$ cat src/rtl/mult_scheduler.sv
// rtl/mult_scheduler.sv - frame-synchronous time-multiplexed signed Q1.(BITSIZE-1) multiplier
module mult_scheduler #(
    parameter int BITSIZE  = 16,
    parameter int CHANNELS = 4
) (
    input  logic                         bclk,
    input  logic                         reset_n,
    input  logic                         lrclk,
    input  logic [CHANNELS-1:0]          enable_mask,
    input  logic [CHANNELS*BITSIZE-1:0]  in1_bus,
    input  logic [CHANNELS*BITSIZE-1:0]  in2_bus,
    output logic [CHANNELS*BITSIZE-1:0]  out_bus,
    output logic                         out_valid,
    output logic                         busy,
    output logic                         overrun
);
    localparam int IW = (CHANNELS > 1) ? $clog2(CHANNELS) : 1;
    localparam logic signed [BITSIZE-1:0] S_MAX = {1'b0, {(BITSIZE-1){1'b1}}};

    typedef enum logic [1:0] {IDLE, LOAD, MUL, COMMIT} state_t;

    state_t                        state;
    logic [2:0]                    lr_sync;
    logic                          start;
    logic [CHANNELS*BITSIZE-1:0]   a_snap;
    logic [CHANNELS*BITSIZE-1:0]   b_snap;
    logic [CHANNELS*BITSIZE-1:0]   shadow;
    logic [CHANNELS*BITSIZE-1:0]   shadow_nxt;
    logic [CHANNELS-1:0]           mask_snap;
    logic [IW-1:0]                 idx;
    logic [IW-1:0]                 next_idx;
    logic                          next_found;
    logic [IW-1:0]                 first_idx;
    logic signed [BITSIZE-1:0]     op_a;
    logic signed [BITSIZE-1:0]     op_b;
    logic signed [2*BITSIZE-1:0]   prod;
    logic signed [BITSIZE-1:0]     prod_r;
    logic                          unused_prod_lsbs;

    // lr_sync[1:0] is the two-flop synchroniser, lr_sync[2] the edge-detect history
    always_ff @(posedge bclk or negedge reset_n) begin
        if (!reset_n) begin
            lr_sync <= '0;
            start   <= 1'b0;
        end else begin
            lr_sync <= {lr_sync[1:0], lrclk};
            start   <= lr_sync[1] & ~lr_sync[2];
        end
    end

    assign op_a = a_snap[idx*BITSIZE +: BITSIZE];
    assign op_b = b_snap[idx*BITSIZE +: BITSIZE];
    assign prod = op_a * op_b;
    assign unused_prod_lsbs = ^prod[BITSIZE-2:0];

    // Only (-1.0)*(-1.0) overflows; the two top product bits then disagree
    always_comb begin
        prod_r = prod[2*BITSIZE-2 -: BITSIZE];
        if (prod[2*BITSIZE-1] ^ prod[2*BITSIZE-2]) begin
            prod_r = S_MAX;
        end
    end

    always_comb begin
        shadow_nxt = shadow;
        shadow_nxt[idx*BITSIZE +: BITSIZE] = prod_r;
    end

    always_comb begin
        next_idx   = idx;
        next_found = 1'b0;
        for (int i = CHANNELS - 1; i >= 0; i--) begin
            if (i > int'(idx) && mask_snap[i]) begin
                next_idx   = IW'(i);
                next_found = 1'b1;
            end
        end
    end

    always_comb begin
        first_idx = '0;
        for (int i = CHANNELS - 1; i >= 0; i--) begin
            if (enable_mask[i]) begin
                first_idx = IW'(i);
            end
        end
    end

    always_ff @(posedge bclk or negedge reset_n) begin
        if (!reset_n) begin
            state     <= IDLE;
            a_snap    <= '0;
            b_snap    <= '0;
            mask_snap <= '0;
            shadow    <= '0;
            idx       <= '0;
            out_bus   <= '0;
            out_valid <= 1'b0;
            busy      <= 1'b0;
            overrun   <= 1'b0;
        end else begin
            out_valid <= 1'b0;
            if (start && state != IDLE) begin
                overrun <= 1'b1;
            end
            case (state)
                IDLE: begin
                    if (start) begin
                        state <= LOAD;
                        busy  <= 1'b1;
                    end
                end
                LOAD: begin
                    a_snap    <= in1_bus;
                    b_snap    <= in2_bus;
                    mask_snap <= enable_mask;
                    shadow    <= '0;
                    idx       <= first_idx;
                    if (enable_mask == '0) begin
                        state     <= COMMIT;
                        out_bus   <= '0;
                        out_valid <= 1'b1;
                    end else begin
                        state <= MUL;
                    end
                end
                MUL: begin
                    shadow <= shadow_nxt;
                    if (next_found) begin
                        idx <= next_idx;
                    end else begin
                        // Results land on the bus as the FSM enters COMMIT so the pulse aligns with it
                        state     <= COMMIT;
                        out_bus   <= shadow_nxt;
                        out_valid <= 1'b1;
                    end
                end
                COMMIT: begin
                    state <= IDLE;
                    busy  <= 1'b0;
                end
                default: state <= IDLE;
            endcase
        end
    end
endmodule

$ cat config.mk
export PLATFORM = sky130hd
export DESIGN_NAME = mult_scheduler
export DESIGN_NICKNAME = d
export VERILOG_FILES = /design/src/rtl/mult_scheduler.sv
export SDC_FILE = /design/constraint.sdc
export NUM_CORES = 1
export LEC_CHECK = 0
export CAP_MARGIN = 20
export CORE_ASPECT_RATIO = 1.25
export CORE_MARGIN = 1
export CORE_UTILIZATION = 25
export DETAILED_ROUTE_END_ITERATION = 8
export PLACE_DENSITY_LB_ADDON = 0.2
export SYNTH_ARGS = -nofsm -noshare
export SYNTH_HDL_FRONTEND = slang
export SYNTH_SLANG_ARGS = --single-unit
$ cat constraint.sdc
create_clock -name bclk -period 11.1 [get_ports bclk]
set_input_delay 1.11 -clock bclk [delete_from_list [all_inputs] [get_ports bclk]]
set_output_delay 1.11 -clock bclk [all_outputs]
set_load 0.01 [all_outputs]
==> key figures, run 1 <==
Status
  • Status: completed

STA
  • Final Slew Violations: 0
  • Peak Freq: 0.1033 GHz
  • Final hold vios: 0
  • Clock skew: 0.02088 ns
  • Fin crit share: 87.19%
  • Worst Max-Slew Pin Slew: 1.029 ns
  • Setup violators final: 0
  • Setup ws final: 1.422 ns
  • Slew headroom: 31.42%
  • Final min period: just under 10 ns
  • Setup TNS: 0 ns
  • Hold slack: about 0.36 ns
  • RSZ-0062 raised after global routing: false

Synthesis
  • Netlist cell types: 60
  • Syn nets: between 2000 and 3000
  • Dominant cell by count in the synthesized netlist: inv_1
  • Synthesis warning total: 0
  • Adder-Cell Fraction of Synth Area: 29.90%
  • Synthesis-stage register bit count: 270
  • Dominant cell type by area after synthesis: dfrtp_1
  • Post-Syn Area: 21240 um^2
  • Ranking of synthesized cells by area: dfrtp_1 32%, fa_1 25%, mux2_2 8.2%
  • Post-synthesis mux area share: 10.62%
  • Compound-cell area share of the yosys netlist: 9.136%
  • Most instantiated cells after synthesis: 305 x inv_1, 270 x dfrtp_1, 261 x fa_1
  • Main combinational cell family by area after synthesis: adder cells
  • Seq/Total Area, Yosys: 31.81%
  • Share of the synthesized area in the top cell type: 31.81%
  • EDFF count, synth: 0
  • Dominant synthesized flop cell: dfrtp_1
  • Synth async-reset ratio: 100.0%
  • XOR/XNOR share of the synthesized area: less than 1%
  • Cells after synthesis: 2086
  • Syn Area/Cell: 10.18 um^2
  • Simple-Gate Fraction of Synth Area: between 10% and 20%

Critical path
  • R2R Setup Slk: around 1.4 ns
  • Worst r2r path cells: 24
  • Startpoint types: register
  • Reg2reg end: shadow[5]$_DFFE_PN0P_
  • Setup crit end kind: register
  • Worst endpoint required time: between 10 and 15 ns
  • Crit path kind: reg2reg
  • Slowest-stage cell, CP: dfrtp_2
  • Crit-path most repeated cell: fa_1
  • Max incr delay on CP: 0.85 ns
  • Max FO, Critical Path: 33
  • Worst path cell trace: inv_1 -> o21ai_1 -> nand2b_1 -> fa_1 -> fa_1 -> inv_1 -> fa_1 -> fa_1 -> fa_1 -> inv_1 -> fa_1 -> inv_1 -> ha_1 -> and3_1 -> a41oi_1 -> o221ai_1 -> a22o_1 -> o311a_1 -> or2_1 -> a21oi_2 -> xnor2_1 -> ha_1 -> nor2_1 -> o21ai_0
  • Worst Path Arrival: about 10 ns
  • Crit Reg-Reg Startpoint: idx[0]$_DFFE_PN0P_

Global route
  • Initial antenna violation count: 0
  • First-pass GRT wire length: between 100000 and 150000 um
  • Global route total overflow: 0
  • Largest net degree at the start of global routing: between 100 and 150
  • Total GRT Usage: 16.11%
  • Vias in the first global route: 17291

Drt
  • Via/cell ratio: 4.607
  • Vias: around 16000
  • DRC Markers: 0
  • Detailed-router iteration count before antenna repair: 7
  • Wirelength, routed: 67270 um
  • Routed Antenna Nets: 0
  • Initial DRC count: 1041
  • WL per Instance: roughly 20 um

Finish
  • Fillcell total: 8648
  • Final #Nets: 2740
  • Layout Cells excl Fill: around 3400
  • Area growth syn-to-layout: 20.64%
  • Ratio of cells with drive above 1 in the final layout: roughly an eighth
  • Inserted Diodes: 0

Clock tree
  • Num Clock Sinks: between 200 and 300
  • Setup Fix Bufs, Post-CTS: 0
  • H-tree depth: 1
  • Worst-case clock buffer depth: 3
  • Number of CTS-inserted buffers: 30
  • Worst-path clk slew: 0.06 ns
  • Clk root buf: clkbuf_16
  • Post-CTS resize count: 0
  • Hold-fix buffers, CTS: 0
  • TritonCTS clock tree: built
  • Clk_lat worst skew: 0.60 ns

Worst hold path
  • WHS Path Cells: 0
  • Worst hold start: lr_sync[0]$_DFF_PN0_
  • Worst-case hold path end point: lr_sync[1]$_DFF_PN0_
  • Hold crit path type: reg2reg

Placed design
  • Port-buffer cells: 201
  • GP Congestion: 0.8694
  • Pre-CTS setup slack: ~1.4 ns
  • Detailed Place HPWL: 52650 um
  • DP Cell Count: 3310

Die
  • Core ar.: 84120 um^2
  • Initial Util: about a quarter
  • Number of top-level pins: 202
  • Die W: 262.7 um
  • Die H: 327.9 um
  • Die area: 86140 um^2
  • Std-Cell Rows: between 100 and 150

Flow run
  • Max Cap Viol: 0
==> state kept, by name, summed over array words and instances (netlist names), 2 cells and up <==
name	count
shadow	64
a_snap	64
state	2
lr_sync	3
b_snap	64
idx	2
mask_snap	3
out_bus	64
==> cell families after synthesis <==
family / Yosys count
adders and majority gates: 351
DFF: 270
muxes: 191
AOI/OAI and AO/OA: 325
and+or+nand+nor: 526
buffers and inverters: 401
xor gates and xnor gates: 22
==> worst max-delay path: cells and delay by family (launching register included) <==
kind | cells | cell delay [ns]
compound gates | 7 | 2.26
xor+xnor | 1 | 0.08
fa+ha+maj | 8 | 4.11
buf+inv | 4 | 0.65
flops | 1 | 0.85
simple gates | 4 | 1.53
==> worst max-delay path by stage <==
stage	endpoint	cells past startpoint	startpoint
after detailed placement	out_bus[53]$_DFFE_PN0P_	24	idx[0]$_DFFE_PN0P_
after floorplan	shadow[25]$_DFFE_PN0P_	32	idx[1]$_DFFE_PN0P_
after global placement	shadow[37]$_DFFE_PN0P_	24	idx[0]$_DFFE_PN0P_
after global routing	out_bus[25]$_DFFE_PN0P_	24	idx[0]$_DFFE_PN0P_
after CTS	out_bus[21]$_DFFE_PN0P_	24	idx[0]$_DFFE_PN0P_
final	shadow[5]$_DFFE_PN0P_	24	idx[0]$_DFFE_PN0P_
==> metrics by stage <==
stage	util, %	cell area [um^2]
finish	30.46	25630
floorplan	-	21240
CTS	30.45	25610
detailed placement	29.16	24530
global route	30.46	25630
global placement	29.16	24530
==> cells in the final DEF (no fill, tap or decap), drive strengths merged, types with 17 or more instances in the layout <==
cell type	n
xnor2	17
a21o	20
mux2	155
clkbuf	43
a21oi	96
and2	30
dfrtp	270
o21a	18
buf	32
nand2	235
mux2i	24
o21ai	98
o22ai	57
fa	261
inv	307
clkdlybuf4s50	200
nor2	190
ha	90
==> metal layers <==
| metal | track usage [%] | wire length [um] | vias to the layer above |
|---|---|---|---|
| met1 | 18.94 | 26300 | 8068 |
| met4 | 4.246 | 1773 | 0 |
| met5 | 0 | 0 | - |
| met2 | 30.80 | 36960 | 306 |
| met3 | 1.694 | 2232 | 78 |
| li1 | - | - | 7059 |
==> area by class of cell <==
class | count | area (um^2) | area share [%]
Tap cell | 1089 | 1363 | 5.317
Clock inverter | 13 | 158.9 | 0.6201
Multi-Input combinational cell | 1415 | 13000 | 50.73
Clock buffer | 43 | 920.9 | 3.594
Sequential cell | 270 | 6759 | 26.38
Timing Repair Buffer | 232 | 2278 | 8.891
Inverter | 305 | 1145 | 4.468
Power of run 1 is left out: the tool's default activity adds up to more than one toggle a clock period on the data nets, which glitch-free logic cannot reach.
==> run 2: changes to the inputs <==
- SLEW_MARGIN: unset -> 20
==> run 2 against run 1 <==
Cell count hardly changed; die area stayed put; wire length is 0.22% lower; flip-flop and latch count stayed put; cell area is 0.31% lower; utilization is 0.094 points lower; maximum frequency is 0.67% lower; first-iteration DRC count is 5.7% lower; critical path type unchanged; critical endpoint is now out_bus[41]$_DFFE_PN0P_.
==> key figures, run 2 (synthesized netlist as in run 1, its figures left out) <==
Finish
  • Leading cell type in the layout, fill and taps excluded: inv_1
  • Ratio of cells with drive above 1 in the final layout: 11.55%
  • Commonest non-fill, non-tap cells in the layout: 305 x inv_1, 268 x dfrtp_1, 261 x fa_1
  • Final #Nets: 2739
  • Final instance area: approximately 26000 um^2
  • Area growth syn-to-layout: 20.27%
  • Fillcell total: roughly 8700
  • Inserted Diodes: 0
  • Post-layout util: 30.37%

Critical path
  • Setup crit end kind: register
  • Worst Path Arrival: 10.18 ns
  • Max FO, Critical Path: 33
  • Crit Reg-Reg Startpoint: idx[0]$_DFFE_PN0P_
  • Worst r2r path cells: 24
  • Crit path kind: reg2reg
  • Worst endpoint required time: 11.53 ns
  • R2R Setup Slk: 1.36 ns
  • Reg2reg end: out_bus[41]$_DFFE_PN0P_
  • Startpoint types: register

Status
  • Status: completed

Global route
  • First-pass GRT wire length: 105500 um
  • Global route total overflow: 0
  • Total GRT Usage: 16.04%
  • Initial antenna violation count: 0
  • Vias in the first global route: approximately 17000
  • Largest net degree at the start of global routing: 147

Clock tree
  • Clk_lat worst skew: about 0.6 ns
  • Worst-case clock buffer depth: 3
  • Hold-fix buffers, CTS: 0
  • TritonCTS clock tree: built
  • Clk root buf: clkbuf_16
  • Post-CTS resize count: 0
  • H-tree depth: 1
  • Worst-path clk slew: 0.06 ns
  • Number of CTS-inserted buffers: 31
  • Setup Fix Bufs, Post-CTS: 0
  • Num Clock Sinks: 270

STA
  • Final Slew Violations: 0
  • Final min period: ~9.7 ns
  • Worst Max-Slew Pin Slew: between 1 and 1.5 ns
  • Setup violators final: 0
  • Final hold vios: 0
  • Peak Freq: approximately 0.10 GHz
  • Setup TNS: 0 ns
  • Hold slack: 0.3463 ns
  • RSZ-0062 raised after global routing: false
  • Clock skew: between 0.015 and 0.02 ns
  • Fin crit share: 87.78%
  • Slew headroom: 31.14%

Die
  • Initial Util: 25.25%
  • Std-Cell Rows: 119
  • Core ar.: 84120 um^2
  • Number of top-level pins: a little over 200
  • Die area: 86140 um^2
  • Die W: 262.7 um
  • Die H: about 330 um

Drt
  • DRC Markers: 0
  • Wirelength, routed: between 60000 and 70000 um
  • WL per Instance: 19.94 um
  • Initial DRC count: 982
  • Vias: 15517
  • Routed Antenna Nets: 0
  • Via/cell ratio: approximately 4.6
  • Detailed-router iteration count before antenna repair: 7

Worst hold path
  • WHS Path Cells: 0
  • Worst-case hold path end point: lr_sync[1]$_DFF_PN0_
  • Worst hold start: lr_sync[0]$_DFF_PN0_
  • Hold crit path type: reg2reg

Placed design
  • Post-DP Area: roughly 25000 um^2
  • GP Congestion: 0.8694
  • Port-buffer cells: roughly 200
  • Detailed Place HPWL: 52480 um

Flow run
  • Max Cap Viol: 0
-- run 2: cell count changes in the layout (fill, tap and decap cells not counted) --
| cell | delta |
|---|---|
| clkinv_2 | -1 |
| buf_4 | -1 |
| clkbuf_1 | +7 |
| buf_6 | -1 |
| inv_8 | -1 |
| clkinvlp_4 | -1 |
| nor2_1 | -2 |
| nor2_2 | +2 |
| clkbuf_8 | -4 |
| inv_6 | +2 |
| bufinv_16 | -1 |
-- run 2: per-stage QoR --
step | cells | setup slack, ns
global route | 3366 | 0.7355
finish | 3366 | 1.356
floorplan | 2086 | 2.493
CTS | 3366 | 1.315
global placement | 3309 | 1.500
detailed placement | 3309 | 1.384
-- run 2: how the worst max path moves through the flow --
| stage | from | to | slack (ns) |
|---|---|---|---|
| floorplan | idx[1]$_DFFE_PN0P_ | shadow[25]$_DFFE_PN0P_ | 2.49 |
| global placement | idx[0]$_DFFE_PN0P_ | shadow[37]$_DFFE_PN0P_ | 1.50 |
| detailed placement | idx[0]$_DFFE_PN0P_ | shadow[5]$_DFFE_PN0P_ | 1.38 |
| CTS | idx[0]$_DFFE_PN0P_ | out_bus[41]$_DFFE_PN0P_ | 1.32 |
| global route | idx[0]$_DFFE_PN0P_ | out_bus[25]$_DFFE_PN0P_ | 0.74 |
| finish | idx[0]$_DFFE_PN0P_ | out_bus[41]$_DFFE_PN0P_ | 1.36 |
-- run 2: layout make-up --
cell class / instances / area (um^2) / area share [%]
flip-flops and latches: 270 / 6759 / 26.46
clock inverters: 11 / 122.6 / 0.4800
multi-input cells: 1415 / 13010 / 50.91
clock buffers: 46 / 892.1 / 3.492
repair buffers: 230 / 2260 / 8.845
inverters: 305 / 1145 / 4.481
well taps: 1089 / 1363 / 5.334
-- run 2: per-layer routing --
| layer | global-route usage (%) | part of all wire, % | vias up |
|---|---|---|---|
| met3 | 1.634 | 3.7 | 92 |
| met2 | 30.37 | 54 | 363 |
| met1 | 18.77 | 39 | 8004 |
| met4 | 5.294 | 3.3 | 0 |
| li1 | - | - | 7058 |
| met5 | 0 | 0 | - |
-- run 2: critical path: stages (launching register included) --
cell	delay, ns
dfrtp_2	0.86
inv_1	0.48
o21ai_1	0.83
nand2b_1	0.15
fa_1	0.51
fa_1	0.58
inv_1	0.09
fa_1	0.51
fa_1	0.53
fa_1	0.55
inv_1	0.05
fa_1	0.53
inv_1	0.04
ha_1	0.35
and3_1	0.28
a41oi_1	0.23
o221ai_1	0.21
a22o_1	0.34
o311a_1	0.32
or2_1	0.25
a21oi_2	0.15
xnor2_1	0.07
ha_1	0.56
o41ai_2	0.86
o21ai_0	0.22
Power of run 2 is left out for the same reason.
